[src/rtl/mxv_pkg.sv]
// Shared types and default sizes for the mXv result collector.
package mxv_pkg;

    localparam int ELEMENT_WIDTH = 32;
    localparam int NO_OF_UNITS   = 8;

    typedef enum logic [1:0] {
        ST_IDLE  = 2'd0,
        ST_RUN   = 2'd1,
        ST_DRAIN = 2'd2,
        ST_DONE  = 2'd3
    } collector_state_t;

endpackage

[src/rtl/mxv_burst_fifo.sv]
// Synchronous burst FIFO; a push into a full FIFO is accepted when a pop happens the same cycle.
module mxv_burst_fifo #(
    parameter int width = 256,
    parameter int depth = 4
) (
    input  logic             clk,
    input  logic             reset,
    input  logic             flush,
    input  logic             push,
    input  logic             pop,
    input  logic [width-1:0] din,
    output logic [width-1:0] dout,
    output logic             full,
    output logic             empty
);
    localparam int AW = $clog2(depth);

    logic [width-1:0] mem [depth];
    logic [AW-1:0]    rd_ptr;
    logic [AW-1:0]    wr_ptr;
    logic [AW:0]      count;
    logic             do_push;
    logic             do_pop;

    assign empty   = (count == '0);
    assign full    = (count == (AW+1)'(depth));
    assign do_pop  = pop && !empty;
    assign do_push = push && (!full || do_pop);
    assign dout    = mem[rd_ptr];

    always_ff @(posedge clk) begin
        if (do_push && reset && !flush)
            mem[wr_ptr] <= din;
    end

    always_ff @(posedge clk) begin
        if (!reset || flush) begin
            rd_ptr <= '0;
            wr_ptr <= '0;
            count  <= '0;
        end else begin
            if (do_push)
                wr_ptr <= wr_ptr + AW'(1);
            if (do_pop)
                rd_ptr <= rd_ptr + AW'(1);
            case ({do_push, do_pop})
                2'b10:   count <= count + (AW+1)'(1);
                2'b01:   count <= count - (AW+1)'(1);
                default: count <= count;
            endcase
        end
    end

endmodule

[src/rtl/mxv_result_collector.sv]
// Captures mXv result bursts and serializes them into a result memory, one element per cycle.
// Optional running checksum enabled by defining MXV_COLLECTOR_CHECKSUM_EN.
module mxv_result_collector
    import mxv_pkg::*;
#(
    parameter int element_width          = ELEMENT_WIDTH,
    parameter int no_of_units            = NO_OF_UNITS,
    parameter int memories_address_width = 32,
    parameter int buf_depth              = 4
) (
    input  logic                              clk,
    input  logic                              reset,
    input  logic                              start,
    input  logic [memories_address_width-1:0] base_address,
    input  logic [31:0]                       total_rows,
    input  logic [no_of_units*element_width-1:0] mXv1_result,
    input  logic                              outsider_read_now,
    input  logic                              mXv1_finish,
    output logic                              wr_en,
    output logic [memories_address_width-1:0] wr_address,
    output logic [element_width-1:0]          wr_data,
    output logic                              busy,
    output logic                              done,
    output logic                              overflow,
    output logic [element_width-1:0]          checksum
);
    localparam int BW = no_of_units * element_width;
    localparam int CW = $clog2(no_of_units);

    collector_state_t                  state;
    logic [memories_address_width-1:0] base_q;
    logic [31:0]                       rows_q;
    logic [31:0]                       row_cnt;
    logic [BW-1:0]                     ser_buf;
    logic [BW-1:0]                     src;
    logic [BW-1:0]                     fifo_dout;
    logic [CW-1:0]                     ser_left;
    logic fifo_full, fifo_empty;
    logic active, start_ok, room, strobe, need, pop, bypass, push, drop, emit, finish_now, flush;

    assign active   = (state == ST_RUN) || (state == ST_DRAIN);
    assign start_ok = start && ((state == ST_IDLE) || (state == ST_DONE));
    assign room     = row_cnt < rows_q;
    assign strobe   = outsider_read_now && (state == ST_RUN);
    assign need     = active && room && (ser_left == '0);
    assign pop      = need && !fifo_empty;
    // An idle serializer takes a strobe directly so element 0 appears the next cycle.
    assign bypass   = need && fifo_empty && strobe;
    assign push     = strobe && !bypass;
    assign emit     = active && room && ((ser_left != '0) || pop || bypass);
    assign src      = (ser_left != '0) ? ser_buf : (pop ? fifo_dout : mXv1_result);
    assign finish_now = active && (!room || ((state == ST_DRAIN) && fifo_empty && (ser_left == '0)));
    assign drop     = push && fifo_full && !pop && !finish_now;
    assign flush    = start_ok || finish_now;

    mxv_burst_fifo #(.width(BW), .depth(buf_depth)) u_fifo (
        .clk   (clk),
        .reset (reset),
        .flush (flush),
        .push  (push),
        .pop   (pop),
        .din   (mXv1_result),
        .dout  (fifo_dout),
        .full  (fifo_full),
        .empty (fifo_empty)
    );

    always_ff @(posedge clk) begin
        if (!reset) begin
            state      <= ST_IDLE;
            base_q     <= '0;
            rows_q     <= '0;
            row_cnt    <= '0;
            ser_buf    <= '0;
            ser_left   <= '0;
            wr_en      <= 1'b0;
            wr_address <= '0;
            wr_data    <= '0;
            busy       <= 1'b0;
            done       <= 1'b0;
            overflow   <= 1'b0;
        end else begin
            wr_en <= emit;
            if (emit) begin
                wr_address <= base_q + memories_address_width'(row_cnt);
                wr_data    <= src[BW-1 -: element_width];
                ser_buf    <= src << element_width;
                row_cnt    <= row_cnt + 32'd1;
            end
            // Running out of rows also abandons any padding left in the serializer.
            ser_left <= emit ? ((ser_left != '0) ? ser_left - CW'(1) : CW'(no_of_units - 1)) : '0;
            if (drop)
                overflow <= 1'b1;

            case (state)
                ST_IDLE, ST_DONE: begin
                    if (start) begin
                        base_q   <= base_address;
                        rows_q   <= total_rows;
                        row_cnt  <= '0;
                        overflow <= 1'b0;
                        if (total_rows == '0) begin
                            state <= ST_DONE;
                            busy  <= 1'b0;
                            done  <= 1'b1;
                        end else begin
                            state <= ST_RUN;
                            busy  <= 1'b1;
                            done  <= 1'b0;
                        end
                    end
                end
                ST_RUN, ST_DRAIN: begin
                    if (finish_now) begin
                        state <= ST_DONE;
                        busy  <= 1'b0;
                        done  <= 1'b1;
                    end else if ((state == ST_RUN) && mXv1_finish) begin
                        state <= ST_DRAIN;
                    end
                end
                default: state <= ST_IDLE;
            endcase
        end
    end

`ifdef MXV_COLLECTOR_CHECKSUM_EN
    always_ff @(posedge clk) begin
        if (!reset || start_ok)
            checksum <= '0;
        else if (wr_en)
            checksum <= {checksum[element_width-2:0], checksum[element_width-1]} ^ wr_data;
    end
`else
    assign checksum = '0;
`endif

endmodule

[config.mk]
export PLATFORM = sky130hd
export DESIGN_NAME = mxv_result_collector
export DESIGN_NICKNAME = d
export VERILOG_FILES = /design/src/rtl/mxv_pkg.sv /design/src/rtl/mxv_burst_fifo.sv /design/src/rtl/mxv_result_collector.sv
export SDC_FILE = /design/constraint.sdc
export NUM_CORES = 2
export LEC_CHECK = 0
export ABC_CLOCK_PERIOD_IN_PS = 8700
export CAP_MARGIN = 20
export CORE_MARGIN = 2
export CORE_UTILIZATION = 52
export DETAILED_ROUTE_END_ITERATION = 12
export GPL_TIMING_DRIVEN = 0
export PLACE_DENSITY = 0.8
export SKIP_CTS_REPAIR_TIMING = 1
export SLEW_MARGIN = 25
export SYNTH_ARGS = -nofsm -noshare
export SYNTH_HDL_FRONTEND = slang
export SYNTH_SLANG_ARGS = --single-unit
[constraint.sdc]
create_clock -name clk -period 8.7 [get_ports clk]
set_input_delay 0.87 -clock clk [delete_from_list [all_inputs] [get_ports clk]]
set_output_delay 0.87 -clock clk [all_outputs]
set_load 0.01 [all_outputs]
==> impl_metrics.csv <==
group,metric,value,unit
timing,tightest_slew,1.12,ns
setup_path,cp-startpoint,"row_cnt[27]$_SDFF_PN0_",
pwr,power.density,270,nW/um2
floorplan,die_width,337,um
cells_and_area,fin_util,0.624,
clock_network,htree_levels,4,
placed_design,hpwl,117000,um
clock_network,cts_tree,"done",
routing,routed_wl,168000,um
synthesis,synth.distinct_cells,70,
placed_design,port-buffer-count,391,
synthesis,synth_area_leaders,"edfxtp_1, dfxtp_1, mux4_2",
global_routing,grtUsageTotal,0.291,
routing,remaining_drc_errors,0,
timing,clock-skew-final,0.0237,ns
timing,setup_violations,0,
timing,fmax,195,MHz
global_routing,grt_pass1_wl,242000,um
run_status,status,"finished clean",
placed_design,placed_area,64100,um2
timing,finalWorstSetupSlack,3.58,ns
cells_and_area,drive_above_1_share,0.124,
timing,hold_viol_final,0,
timing,drv_slew,0,
global_routing,grt_max_degree,49,
synthesis,synth_area,57600,um2
placed_design,place_ws,3.57,ns
cells_and_area,design_area,68900,um2
floorplan,pin_count,425,
synthesis,ys.flop_type,"edfxtp_1",
timing,slew_headroom,0.251,
cells_and_area,area_growth,19.6,%
timing,rsz0062_at_grt,"no",
floorplan,coreArea,110000,um2
synthesis,synth_seq_cells,1426,
clock_network,cts_buffer_depth,3,
synthesis,syn_inst,4050,
synthesis,avgSynthCellArea,14.2,um2
timing,timing.hold.ws,0.454,ns
routing,vias,39104,
clock_network,path_clk_slew,0.06,ns
synthesis,ys_warn_count,0,
clock_network,clkLatencyLatePin,0.75,ns
setup_path,cpMostUsedCell,"buf_12",
timing,post-route-period-util,0.588,
timing,fin_crit,5.12,ns
setup_path,worstPathMaxFanout,39,
setup_path,slowest_delay,0.64,ns
floorplan,dieArea,113000,um2
synthesis,synth_edf_count,1024,
routing,viasPerCell,6.21,
routing,drt_iter0_markers,4802,
synthesis,ys_seq_area_frac,0.673,
routing,first_pass_iters,8,
clock_network,root_buffer,"clkbuf_16",
setup_path,path_class,"reg -> reg",
worst_hold_path,hp-start,"wr_address[15]$_SDFFE_PN0P_",
global_routing,grt-ovfl-total,0,
floorplan,dieHeight,337,um
global_routing,grt_pass1_vias,37691,
clock_network,cts_sinks,1426,
pwr,p_leak,0.0229,uW
flow_run,maxCapViolations,0,
clock_network,cts_made_buffers,146,
worst_hold_path,min_path_type,"reg -> reg",
setup_path,arrival,5.54,ns
synthesis,synth_top_area_share,0.534,
pwr,p_total,18600,uW
floorplan,initial_core_util,0.522,
setup_path,cp.required,9.12,ns
setup_path,r2r_start,"row_cnt[27]$_SDFF_PN0_",
pwr,peakVddDrop,167,uV
setup_path,crit_slowest_cell,"and2_4",
setup_path,cp_cell_sequence,"ha_1 -> nand4_1 -> nor4_2 -> and4_1 -> a32oi_1 -> a21oi_4 -> mux2i_1 -> nor3_1 -> and2_4 -> buf_12 -> buf_12 -> buf_12 -> buf_12",
global_routing,antenna_found_initial,58,
placed_design,gp_congestion,0.917,
routing,ant_nets,0,
floorplan,rows,122,
synthesis,async_flop_share,0,
setup_path,setup.worst_path.start_class,"flop",
routing,wl_per_cell,26.7,um
cells_and_area,fin_nets,5045,
setup_path,setup.worst_path.end_class,"flop",
synthesis,synth_area_leader_cell,"edfxtp_1",
## power breakdown
group          internal, uW  switching [uW]  leakage (uW)
clock network          3490            2620       0.00227
registers              7930             543        0.0125
logic                  1280            2750       0.00816
total                 12700            5910        0.0229
## layout by cell type (no fill, tap or decap), types with 10 or more instances in the layout
master              n
buf_12             13
nor2_1             94
clkbuf_8           16
clkinv_2           23
buf_16             12
diode_2            35
inv_1              57
clkdlybuf4s50_1   391
edfxtp_1         1024
mux4_2            256
o21ai_0           373
or3_1              16
nor3_1             17
buf_4              32
clkbuf_16         150
buf_2              43
nand4_1            21
buf_1              10
xnor2_1            21
o31ai_1            25
nand3_1            59
clkbuf_1          280
a221oi_1           72
ha_1               71
mux2i_1            20
nand2_1           471
a211oi_1          166
nor4_1             12
and3_1            158
conb_1             32
dfxtp_1           402
a21o_1             14
a21oi_1           236
o21a_1             10
xor2_1             22
o21ai_1            11
## layer usage
metal / part of all wire / global-route usage / vias to the layer above
met5: 0.0018 / 0 / -
met4: 0.043 / 0.128 / 48
met3: 0.12 / 0.0840 / 414
met2: 0.47 / 0.452 / 2391
met1: 0.37 / 0.385 / 19377
li1: - / - / 16874
## synthesized netlist by cell type (9+ instances only)
cell type / instances
mux2i_1: 20
nor4_1: 12
buf_4: 32
nand3_1: 59
buf_2: 42
or3_1: 16
edfxtp_1: 1024
o21a_1: 10
nor2_1: 94
xnor2_1: 21
inv_1: 57
a221oi_1: 72
and3_1: 158
a21oi_1: 237
dfxtp_1: 402
nand2_1: 471
buf_1: 11
ha_1: 71
o31ai_1: 25
o21ai_1: 11
mux4_2: 256
clkbuf_1: 228
a211oi_1: 166
and2_1: 9
o21ai_0: 373
a21o_1: 14
xor2_1: 22
nand4_1: 21
nor3_1: 17
## through the flow
step | cells | setup TNS, ns
finish | 6295 | 0
global route | 6281 | 0
CTS | 6259 | 0
detailed placement | 5986 | 0
global placement | 5960 | -5173.25
floorplan | 4081 | 0
## cell families after synthesis
family / Yosys count / synth area share
AO/OA/AOI/OAI: 960 / 0.101
XOR/XNOR: 43 / 0.00654
adder cells (fa/ha/maj): 73 / 0.0161
buffers and inverters: 372 / 0.0272
flip-flops: 1426 / 0.673
multiplexers: 277 / 0.104
other: 1 / 0.0000651
AND/OR/NAND/NOR: 898 / 0.0722
## worst max-delay path: cells and delay by family (launching register included)
kind,cells,cell delay [ns]
compound gates,2,0.56
fa+ha+maj,1,0.41
buf+inv,4,1.15
flops,1,0.40
mux,1,0.19
simple gates,5,1.99
## worst paths after layout
check,to,slack [ns],cells after the start
max reg2reg,u_fifo.mem[1][94]$_DFFE_PP_,3.58,13
min,wr_address[15]$_SDFFE_PN0P_,0.45,2
min reg2reg,wr_address[15]$_SDFFE_PN0P_,0.45,2
max,u_fifo.mem[1][94]$_DFFE_PP_,3.58,13
## sequential cells by signal, indices dropped and copies added, names as in the netlist, named ones only
register and count:
overflow 1, wr_data 32, row_cnt 32, wr_en 1
busy 1, u_fifo.rd_ptr 2, wr_address 32, rows_q 32
u_fifo.mem 1024, u_fifo.count 3, ser_left 3, done 1
base_q 32, ser_buf 224, state 2, u_fifo.wr_ptr 2
## final cells by class
class,instances,area (um2)
clock inverter,52,469
multi-input combinational,2283,17400
clock buffer,221,4180
fill,7956,41500
antenna,35,87.6
timing repair buffer,418,4530
tap,1488,1860
inverter,59,221
sequential,1426,38800
buffer,313,1350
No activity file was read; power rests on OpenSTA's default activity.
